**config.mk**
```make
export PLATFORM = sky130hd
export DESIGN_NAME = video_mono_filter
export DESIGN_NICKNAME = d
export VERILOG_FILES = /design/src/rtl/video_pkg.sv /design/src/rtl/video_mono_filter_luma.sv /design/src/rtl/video_mono_filter.sv
export SDC_FILE = /design/constraint.sdc
export NUM_CORES = 1
export LEC_CHECK = 0
export BUFFER_PORTS_ARGS = -buffer_cell sky130_fd_sc_hd__buf_2
export CAP_MARGIN = 40
export CORE_UTILIZATION = 45
export DETAILED_ROUTE_END_ITERATION = 8
export GPL_ROUTABILITY_DRIVEN = 0
export PLACE_DENSITY = 0.73
export SLEW_MARGIN = 25
export SYNTH_ARGS = -nofsm -noshare
export SYNTH_HDL_FRONTEND = slang
export SYNTH_SLANG_ARGS = --single-unit
```
**constraint.sdc**
```tcl
create_clock -name clk_vga -period 4.59 [get_ports clk_vga]
set_clock_uncertainty 0.15 [all_clocks]
set_input_delay 0.6885 -clock clk_vga [delete_from_list [all_inputs] [get_ports clk_vga]]
set_output_delay 0.6885 -clock clk_vga [all_outputs]
set_load 0.01 [all_outputs]
```
**src/rtl/video_pkg.sv**
```systemverilog
// Shared types and constants for the monochrome/tint video output filter.
package video_pkg;

  typedef enum logic [2:0] {
    MODE_COLOR   = 3'd0,
    MODE_GREEN   = 3'd1,
    MODE_AMBER   = 3'd2,
    MODE_WHITE   = 3'd3,
    MODE_INVERSE = 3'd4
  } mono_mode_t;

  localparam int PIPE_LAT = 3;

  // BT.709 luma weights in 1/256 units; they sum to 256.
  localparam int DEF_KR = 54;
  localparam int DEF_KG = 183;
  localparam int DEF_KB = 19;

endpackage

```
**src/rtl/video_mono_filter_luma.sv**
```systemverilog
// Two-stage luma calculator: weighted products, then summed and saturated Y,
// with an opaque sideband bus delayed alongside.
module luma_calc
  import video_pkg::*;
#(
  parameter int CW = 6,
  parameter int KR = DEF_KR,
  parameter int KG = DEF_KG,
  parameter int KB = DEF_KB,
  parameter int SW = 1
) (
  input  logic          clk,
  input  logic          reset_n,
  input  logic [CW-1:0] r,
  input  logic [CW-1:0] g,
  input  logic [CW-1:0] b,
  input  logic [SW-1:0] side_in,
  output logic [CW-1:0] y,
  output logic [SW-1:0] side_out
);

  localparam int PW   = CW + 8;
  localparam int SUMW = CW + 10;
  localparam logic [PW-1:0] WR = PW'(KR);
  localparam logic [PW-1:0] WG = PW'(KG);
  localparam logic [PW-1:0] WB = PW'(KB);
  localparam logic [CW-1:0] YMAX = '1;

  logic [PW-1:0]   pr, pg, pb;
  logic [SW-1:0]   side_s1;
  logic [SUMW-1:0] sum;
  logic [CW+1:0]   y_wide;

  // Two guard bits above CW let a non-default weight set overflow visibly.
  always_comb begin
    sum    = SUMW'(pr) + SUMW'(pg) + SUMW'(pb);
    y_wide = (CW+2)'(sum >> 8);
  end

  always_ff @(posedge clk) begin
    if (!reset_n) begin
      pr       <= '0;
      pg       <= '0;
      pb       <= '0;
      side_s1  <= '0;
      y        <= '0;
      side_out <= '0;
    end else begin
      pr       <= WR * PW'(r);
      pg       <= WG * PW'(g);
      pb       <= WB * PW'(b);
      side_s1  <= side_in;
      y        <= (y_wide > (CW+2)'(YMAX)) ? YMAX : y_wide[CW-1:0];
      side_out <= side_s1;
    end
  end

endmodule

```
**src/rtl/video_mono_filter.sv**
```systemverilog
// VGA output filter: colour / green / amber / white / inverse tint modes,
// frame-latched mode select, odd-line dimming, 3-cycle aligned pipeline.
module video_mono_filter
  import video_pkg::*;
#(
  parameter int CW = 6,
  parameter int KR = DEF_KR,
  parameter int KG = DEF_KG,
  parameter int KB = DEF_KB
) (
  input  logic          clk_vga,
  input  logic          reset_n,
  input  logic [2:0]    mode,
  input  logic          scanline_en,
  input  logic [CW-1:0] r_in,
  input  logic [CW-1:0] g_in,
  input  logic [CW-1:0] b_in,
  input  logic          hs_in,
  input  logic          vs_in,
  input  logic          hb_in,
  input  logic          vb_in,
  output logic [CW-1:0] r_out,
  output logic [CW-1:0] g_out,
  output logic [CW-1:0] b_out,
  output logic          hs_out,
  output logic          vs_out,
  output logic          hb_out,
  output logic          vb_out,
  output logic [2:0]    mode_act
);

  localparam int SW = 3*CW + 5;
  localparam logic [CW-1:0] VMAX = '1;

  logic          vb_prev, hb_prev, parity;
  logic          vb_rise, hb_rise;
  logic [SW-1:0] side_in, side_s2;
  logic [CW-1:0] y_s2, r_s2, g_s2, b_s2;
  logic          hs_s2, vs_s2, hb_s2, vb_s2, par_s2;
  logic [CW-1:0] r_mix, g_mix, b_mix;
  mono_mode_t    mode_sel;

  assign vb_rise  = vb_in & ~vb_prev;
  assign hb_rise  = hb_in & ~hb_prev;
  // Parity rides with the pixel so dimming follows the pixel's own line.
  assign side_in  = {r_in, g_in, b_in, hs_in, vs_in, hb_in, vb_in, parity};
  assign {r_s2, g_s2, b_s2, hs_s2, vs_s2, hb_s2, vb_s2, par_s2} = side_s2;
  assign mode_sel = mono_mode_t'(mode_act);

  luma_calc #(
    .CW(CW),
    .KR(KR),
    .KG(KG),
    .KB(KB),
    .SW(SW)
  ) u_luma (
    .clk     (clk_vga),
    .reset_n (reset_n),
    .r       (r_in),
    .g       (g_in),
    .b       (b_in),
    .side_in (side_in),
    .y       (y_s2),
    .side_out(side_s2)
  );

  function automatic logic [CW-1:0] dim(input logic [CW-1:0] v);
    return v - (v >> 2);
  endfunction

  // Undefined mode codes 5-7 fall through to raw colour.
  always_comb begin
    r_mix = r_s2;
    g_mix = g_s2;
    b_mix = b_s2;
    case (mode_sel)
      MODE_GREEN:   begin r_mix = '0;          g_mix = y_s2;        b_mix = '0;          end
      MODE_AMBER:   begin r_mix = y_s2;        g_mix = y_s2 >> 1;   b_mix = '0;          end
      MODE_WHITE:   begin r_mix = y_s2;        g_mix = y_s2;        b_mix = y_s2;        end
      MODE_INVERSE: begin r_mix = VMAX - y_s2; g_mix = VMAX - y_s2; b_mix = VMAX - y_s2; end
      default: ;
    endcase
    if (scanline_en && par_s2) begin
      r_mix = dim(r_mix);
      g_mix = dim(g_mix);
      b_mix = dim(b_mix);
    end
    if (hb_s2 || vb_s2) begin
      r_mix = '0;
      g_mix = '0;
      b_mix = '0;
    end
  end

  // Vertical-blank rise both latches the mode and restarts line parity.
  always_ff @(posedge clk_vga) begin
    if (!reset_n) begin
      r_out    <= '0;
      g_out    <= '0;
      b_out    <= '0;
      hs_out   <= 1'b0;
      vs_out   <= 1'b0;
      hb_out   <= 1'b0;
      vb_out   <= 1'b0;
      mode_act <= 3'd0;
      parity   <= 1'b0;
      vb_prev  <= 1'b0;
      hb_prev  <= 1'b0;
    end else begin
      r_out    <= r_mix;
      g_out    <= g_mix;
      b_out    <= b_mix;
      hs_out   <= hs_s2;
      vs_out   <= vs_s2;
      hb_out   <= hb_s2;
      vb_out   <= vb_s2;
      vb_prev  <= vb_in;
      hb_prev  <= hb_in;
      if (vb_rise) mode_act <= mode;
      if (vb_rise) parity <= 1'b0;
      else if (hb_rise) parity <= ~parity;
    end
  end

endmodule

```
==> tab_implementation.tex, run 1 <==
\begin{tabular}{lr}
\hline
Metric & Value \\
\hline
\multicolumn{2}{l}{\textbf{Outcome}} \\
Run status & finished, final reports clean \\
\multicolumn{2}{l}{\textbf{Clock tree}} \\
Maximum buffer depth of the clock tree & 2 \\
Count of instances resized after the clock tree is built & 0 \\
Number of sinks handled by clock tree synthesis & $\sim$110 \\
CTS clock-pin slew for the worst setup and hold paths & 0.07 ns \\
Hold-fix buffers, CTS & 0 \\
Number of CTS-inserted buffers & 9 \\
TritonCTS clock tree & done \\
CTS H-tree depth & 3 \\
Worst-skew pair later-pin latency & 0.35 ns \\
Clock tree root driver cell & clkbuf\_16 \\
Buffers inserted by post-CTS timing repair & 0 \\
\multicolumn{2}{l}{\textbf{Worst setup path}} \\
R2R setup slack & roughly 0.82 ns \\
Origin of the critical flop-to-flop path & u\_luma.pr[2] \\
CP max FO & 3 \\
CP Class & input port to register \\
Capturing element type of the critical path & register \\
Data required time at the worst endpoint & 4.68 ns \\
End of the worst register-to-register path & u\_luma.y[0] \\
Number of cell instances on the worst register-to-register path & 16 \\
Type of origin of the critical path & input port \\
Worst path arrival time & around 4.2 ns \\
\multicolumn{2}{l}{\textbf{Route}} \\
Aggregate routed wire length & between 10000 and 15000 µm \\
Iteration-0 DRC count of the detailed router & between 200 and 300 \\
Number of nets with antenna violations after routing & 0 \\
Remaining routing DRC violations & 0 \\
Iteration count of the initial detailed-routing pass & 5 \\
Via count & between 5000 and 6000 \\
Vias per std cell & around 5.0 \\
WL/cell & around 13 µm \\
\multicolumn{2}{l}{\textbf{Global route}} \\
Initial antenna violation count & 0 \\
Vias in the first global route & between 4000 and 5000 \\
Total global routing track utilization & about 17\% \\
Largest net degree at the start of global routing & 94 \\
Final global-route overflow total & 0 \\
Wire length of the first global-routing pass & approximately 22000 µm \\
\multicolumn{2}{l}{\textbf{Floorplan}} \\
Full die area & between 15000 and 20000 µm² \\
Initial standard-cell utilization of the core & a little under half \\
Site row count & 45 \\
CORE AREA & around 15000 µm² \\
Height of the chip & about 130 µm \\
Number of ports placed on the die boundary & 53 \\
Width of the die & between 100 and 150 µm \\
\multicolumn{2}{l}{\textbf{Yosys}} \\
Post-synth ARST share & 0\% \\
Yosys top cell area share & 31.4\% \\
Top FF cell, synth & dfxtp\_1 \\
Post-synthesis instance total & 750 \\
Number of enable-type register cells in the synthesized netlist & 0 \\
Largest cells by area after synthesis & dfxtp\_1 (31\%), ha\_1 (18\%), fa\_1 (6.8\%), and2\_1 (6.5\%), inv\_1 (3.9\%) \\
Share of the yosys chip area belonging to registers & a little under a third \\
Number of distinct standard cells referenced by the synthesized netlist & 56 \\
Average cell area after synthesis & roughly 9.4 µm² \\
Post-Syn Nets & 901 \\
Area leader, netlist & dfxtp\_1 \\
Register bit count reported by yosys & between 100 and 150 \\
Synthesis warning total & 0 \\
Commonest cells in the synthesized netlist & dfxtp\_1 (111), ha\_1 (99), and2\_1 (74), inv\_1 (73), a21oi\_1 (52) \\
Top-count cell post-synth & dfxtp\_1 \\
Mapped cell area & between 7000 and 8000 µm² \\
\multicolumn{2}{l}{\textbf{Worst hold path}} \\
Hold worst-path end & u\_luma.side\_out[18] \\
Hold depth & 1 \\
Hold path startpoint & u\_luma.side\_s1[18] \\
Min-Delay Path Class & register to register \\
\multicolumn{2}{l}{\textbf{STA}} \\
Fmax & 243 MHz \\
Period utilization & 89.7\% \\
Pin slew with the least headroom to its limit & $\sim$0.69 ns \\
Final number of max-transition violations & 0 \\
RSZ-0062 raised after global routing & false \\
Post-layout minimum cycle time & between 4 and 5 ns \\
Final Hold Fails & 0 \\
Post-route worst setup slack & about 0.47 ns \\
Setup TNS after final layout & 0 ns \\
Max-Slew Margin vs Limit & 53.8\% \\
Setup-violating endpoint count in the final report & 0 \\
\multicolumn{2}{l}{\textbf{Layout}} \\
Finished Cell Area & around 8000 µm² \\
Area growth from synthesis to layout & 11.3\% \\
Filler cells & roughly 1400 \\
Layout cells sized above 1 & roughly an eighth \\
Number of diodes & 0 \\
Count of nets after finishing & $\sim$950 \\
\multicolumn{2}{l}{\textbf{Power and ir drop}} \\
Leakage power total & about 3.8 nW \\
Maximum resistive drop on vdd & roughly 0.23 mV \\
Pwr/cell area & between 400 and 500 nW/µm² \\
\multicolumn{2}{l}{\textbf{Place}} \\
Setup Slack @ Placement & a little over 0.1 ns \\
Count of port buffers added during placement & 52 \\
Placed Area & around 7600 µm² \\
Post-detailed-placement half-perimeter wirelength & just over 10000 µm \\
\multicolumn{2}{l}{\textbf{Run}} \\
MaxCap Viol Count & 0 \\
\hline
\end{tabular}
[worst max-delay path, cell delays in order]
cell and delay (ns):
buf_2 0.12, fa_1 0.52, inv_1 0.05, fa_1 0.47, fa_1 0.55, inv_1 0.04, ha_1 0.32, a21o_1 0.17
a21oi_1 0.18, o21bai_1 0.11, a2111oi_1 0.50, o31ai_1 0.17, xor2_1 0.16, and2_1 0.16
[power by group]
group	leakage [nW]	switching (mW)	total, mW	internal (mW)
combinational	2.76	0.805	1.51	0.700
clock	0.134	0.344	0.745	0.400
sequential	0.917	0.0665	1.15	1.08
[area by class of cell]
class	count	area, µm²	area share, %
clock inverter	5	40.0	0.509
sequential	111	2220	28.2
clock buffer	11	253	3.21
tap	211	264	3.35
multi-input combinational	541	4480	56.9
timing repair buffer	62	339	4.31
inverter	73	274	3.48
[through the flow]
stage               utilization (%)  hold WS, ns  total power, mW  std cells
detailed placement             49.6        0.268             2.67        997
global placement               49.6        0.264             2.63        997
global route                   51.6        0.302             3.69       1014
floorplan                         -        0.262             2.36        750
CTS                            51.5        0.284             3.43       1013
finish                         51.6        0.282             3.40       1014
[sequential cells by signal, summed over array words and instances (netlist names)]
register / count
b_out: 6
hb_out: 1
mode_act: 3
parity: 1
u_luma.side_s1: 20
u_luma.side_out: 23
u_luma.pg: 14
vs_out: 1
hs_out: 1
u_luma.pb: 11
g_out: 6
vb_out: 1
u_luma.pr: 11
u_luma.y: 6
r_out: 6
[kinds of logic after synthesis]
logic type / share of synthesized area, %
muxes: 2.64
DFF: 31.4
and+or+nand+nor: 15.4
xor gates and xnor gates: 5.08
adders and majority gates: 24.3
buffers and inverters: 5.27
AOI/OAI and AO/OA: 15.9
[layout by cell type, fill, tap and decap left out, types with 3 or more instances in the layout]
master	instances
nand2b_1	4
buf_4	9
nand2_1	28
a21oi_1	52
a311o_1	3
and3_1	6
nor2b_1	16
a21o_1	28
inv_1	73
fa_1	24
mux2i_1	13
clkinvlp_4	3
o21ai_0	12
o21a_1	10
xor2_1	17
a2111oi_2	3
clkbuf_16	9
o31ai_1	3
buf_2	52
nand3_1	7
and2_1	74
dfxtp_1	111
a221oi_1	8
ha_1	99
nor3_1	14
nor2_1	36
mux2_2	5
o21bai_1	6
xnor2_1	24
a221o_1	4
a211oi_1	12
[metal layers]
layer  track usage, %  up-vias  wire, µm
met4             5.95        0       260
met5                0        -         0
met1             21.3     2314      6130
met2             29.7       88      6150
li1                 -     2662         -
met3             3.94       17       440
[how the worst max path moves through the flow]
stage,depth (start not counted),slack [ns],to,from
after floorplan,13,0.33,u_luma.pg[13],g_in[3]
after global placement,14,0.12,u_luma.pg[13],g_in[3]
after detailed placement,14,0.10,u_luma.pg[13],g_in[3]
after CTS,14,0.47,u_luma.pg[13],g_in[3]
after global routing,14,0.34,u_luma.pg[13],g_in[3]
final,14,0.47,u_luma.pg[13],g_in[3]
No activity file was read; power rests on OpenSTA's default activity.
==> run 2: changes to the inputs <==
CTS_BUF_LIST = sky130_fd_sc_hd__clkbuf_16   (was unset)
==> run 2 against run 1 <==
Net effect:
- critical path depth unchanged
- first-iteration DRC count down 9.2%
- final area down 0.25%
- largest power group unchanged
- sequential power about the same
- power down 1.0%
- worst hold slack better by 0.00076 ns
- worst setup slack about the same
- die area unchanged
- final cell count unchanged
- core utilization down 0.13 points
- register-to-register slack about the same
- clock power down 4.8%
==> tab_implementation.tex, run 2 (synthesized netlist as in run 1, its figures left out) <==
\begin{tabular}{lr}
\hline
Metric & Value \\
\hline
\multicolumn{2}{l}{\textbf{Place}} \\
Total instance count after detailed placement & 997 (unchanged) \\
Post-detailed-placement half-perimeter wirelength & 10200 µm (unchanged) \\
Count of port buffers added during placement & 52 (unchanged) \\
Setup Slack @ Placement & 0.102 ns (unchanged) \\
\multicolumn{2}{l}{\textbf{Worst hold path}} \\
Hold path startpoint & u\_luma.side\_s1[18] \\
Min-Delay Path Class & register to register \\
Hold depth & 1 (unchanged) \\
Hold worst-path end & u\_luma.side\_out[18] \\
\multicolumn{2}{l}{\textbf{Route}} \\
Vias per std cell & 5.00 (-0.22\%) \\
Remaining routing DRC violations & 0 (unchanged) \\
Via count & 5070 (-0.22\%) \\
Iteration count of the initial detailed-routing pass & 4 (-1) \\
WL/cell & 12.8 µm (-0.22\%) \\
Aggregate routed wire length & 13000 µm (-0.22\%) \\
Iteration-0 DRC count of the detailed router & 238 (-9.2\%) \\
Number of nets with antenna violations after routing & 0 (unchanged) \\
\multicolumn{2}{l}{\textbf{STA}} \\
Setup TNS after final layout & 0 ns (unchanged) \\
Final Hold Fails & 0 (unchanged) \\
Post-route worst setup slack & 0.473 ns (-0.0000550 ns) \\
Setup-violating endpoint count in the final report & 0 (unchanged) \\
Final number of max-transition violations & 0 (unchanged) \\
Post-layout minimum cycle time & 4.12 ns (+0.0000550 ns) \\
RSZ-0062 raised after global routing & false \\
Max-Slew Margin vs Limit & 54.0\% (+0.23 points) \\
Fmax & 243 MHz (about the same) \\
Worst Hold Slack & 0.283 ns (+0.000760 ns) \\
Period utilization & 89.7\% (about the same) \\
Pin slew with the least headroom to its limit & 0.690 ns (-0.00350 ns) \\
\multicolumn{2}{l}{\textbf{Global route}} \\
Total global routing track utilization & 17.3\% (+0.018 points) \\
Largest net degree at the start of global routing & 94 (unchanged) \\
Initial antenna violation count & 0 (unchanged) \\
Vias in the first global route & 4857 (+0.16\%) \\
Wire length of the first global-routing pass & 22400 µm (+0.13\%) \\
Final global-route overflow total & 0 (unchanged) \\
\multicolumn{2}{l}{\textbf{Power and ir drop}} \\
Pwr/cell area & 429 nW/µm² (-0.77\%) \\
Total power after layout & 3.37 mW (-1.0\%) \\
Maximum resistive drop on vdd & 0.232 mV (about the same) \\
Leakage power total & 3.80 nW (-0.29\%) \\
\multicolumn{2}{l}{\textbf{Clock tree}} \\
Maximum buffer depth of the clock tree & 2 (unchanged) \\
CTS H-tree depth & 3 (unchanged) \\
CTS clock-pin slew for the worst setup and hold paths & 0.07 ns (about the same) \\
Hold-fix buffers, CTS & 0 (unchanged) \\
Number of sinks handled by clock tree synthesis & 111 (unchanged) \\
Buffers inserted by post-CTS timing repair & 0 (unchanged) \\
TritonCTS clock tree & done \\
Count of instances resized after the clock tree is built & 0 (unchanged) \\
Clock tree root driver cell & clkbuf\_16 \\
Worst-skew pair later-pin latency & 0.35 ns (about the same) \\
Number of CTS-inserted buffers & 9 (unchanged) \\
\multicolumn{2}{l}{\textbf{Worst setup path}} \\
CP Class & input port to register \\
Data required time at the worst endpoint & 4.68 ns (about the same) \\
Capturing element type of the critical path & register \\
Type of origin of the critical path & input port \\
CP max FO & 3 (unchanged) \\
R2R setup slack & 0.82 ns (about the same) \\
End of the worst register-to-register path & u\_luma.y[0] \\
Worst path arrival time & 4.21 ns (about the same) \\
Number of cell instances on the worst register-to-register path & 16 (unchanged) \\
Origin of the critical flop-to-flop path & u\_luma.pr[2] \\
\multicolumn{2}{l}{\textbf{Layout}} \\
Number of diodes & 0 (unchanged) \\
Leading cell types in the layout, fill and taps excluded & dfxtp\_1 (111), ha\_1 (99), and2\_1 (74) \\
Register with the highest flop count & u\_luma.side\_out \\
Registers with the highest flip-flop counts & u\_luma.side\_out x23, u\_luma.side\_s1 x20, u\_luma.pg x14 \\
Number of flip-flops in the largest register & 23 (unchanged) \\
Layout cells sized above 1 & 11.7\% (-0.25 points) \\
Count of nets after finishing & 949 (unchanged) \\
Filler-free cell count of the finished design & 1014 (unchanged) \\
Area growth from synthesis to layout & 11.0\% \\
Commonest non-fill, non-tap cell in the layout & dfxtp\_1 \\
\multicolumn{2}{l}{\textbf{Floorplan}} \\
Initial standard-cell utilization of the core & 46.4\% (unchanged) \\
Number of ports placed on the die boundary & 53 (unchanged) \\
Site row count & 45 (unchanged) \\
Height of the chip & 127 µm (unchanged) \\
Width of the die & 127 µm (unchanged) \\
Full die area & 16200 µm² (unchanged) \\
CORE AREA & 15300 µm² (unchanged) \\
\multicolumn{2}{l}{\textbf{Run}} \\
MaxCap Viol Count & 0 (unchanged) \\
\multicolumn{2}{l}{\textbf{Outcome}} \\
Run status & finished, final reports clean \\
\hline
\end{tabular}
[run 2: critical path, stage by stage]
cell	delay, ns
buf_2	0.12
fa_1	0.52
inv_1	0.05
fa_1	0.47
fa_1	0.55
inv_1	0.04
ha_1	0.32
a21o_1	0.17
a21oi_1	0.18
o21bai_1	0.11
a2111oi_1	0.50
o31ai_1	0.17
xor2_1	0.16
and2_1	0.16
[run 2: cell type report]
| cell class | instances | area, µm² |
|---|---|---|
| Inverter | 73 | 274 |
| Timing Repair Buffer | 62 | 339 |
| Multi-Input combinational cell | 541 | 4480 |
| Sequential cell | 111 | 2220 |
| Tap cell | 211 | 264 |
| Clock inverter | 7 | 47.5 |
| Fill cell | 1418 | 7410 |
| Clock buffer | 9 | 225 |
[run 2: worst max path at each step]
stage / slack (ns) / end / start / cells past startpoint
final: 0.47 / u_luma.pg[13] / g_in[3] / 14
after CTS: 0.47 / u_luma.pg[13] / g_in[3] / 14
after global placement: 0.12 / u_luma.pg[13] / g_in[3] / 14
after global routing: 0.34 / u_luma.pg[13] / g_in[3] / 14
after floorplan: 0.33 / u_luma.pg[13] / g_in[3] / 13
after detailed placement: 0.10 / u_luma.pg[13] / g_in[3] / 14
[run 2: power breakdown]
part	internal (mW)	switching (mW)	leakage, nW
clock	0.367	0.343	0.123
sequential	1.08	0.0666	0.917
combinational	0.700	0.806	2.76
[run 2: per-stage QoR]
step / area, µm² / utilization (%)
after detailed placement: 7570 / 49.6
after global routing: 7850 / 51.4
after global placement: 7570 / 49.6
after CTS: 7840 / 51.4
after floorplan: 7070 / -
final: 7850 / 51.4
[run 2: routing by layer]
metal  track usage [%]  vias to the layer above  wire length, µm
met5                 0                        -                0
met4              5.95                        0              260
met3              3.94                       17              442
met2              29.7                       88             6140
met1              21.3                     2302             6110
li1                  -                     2663                -
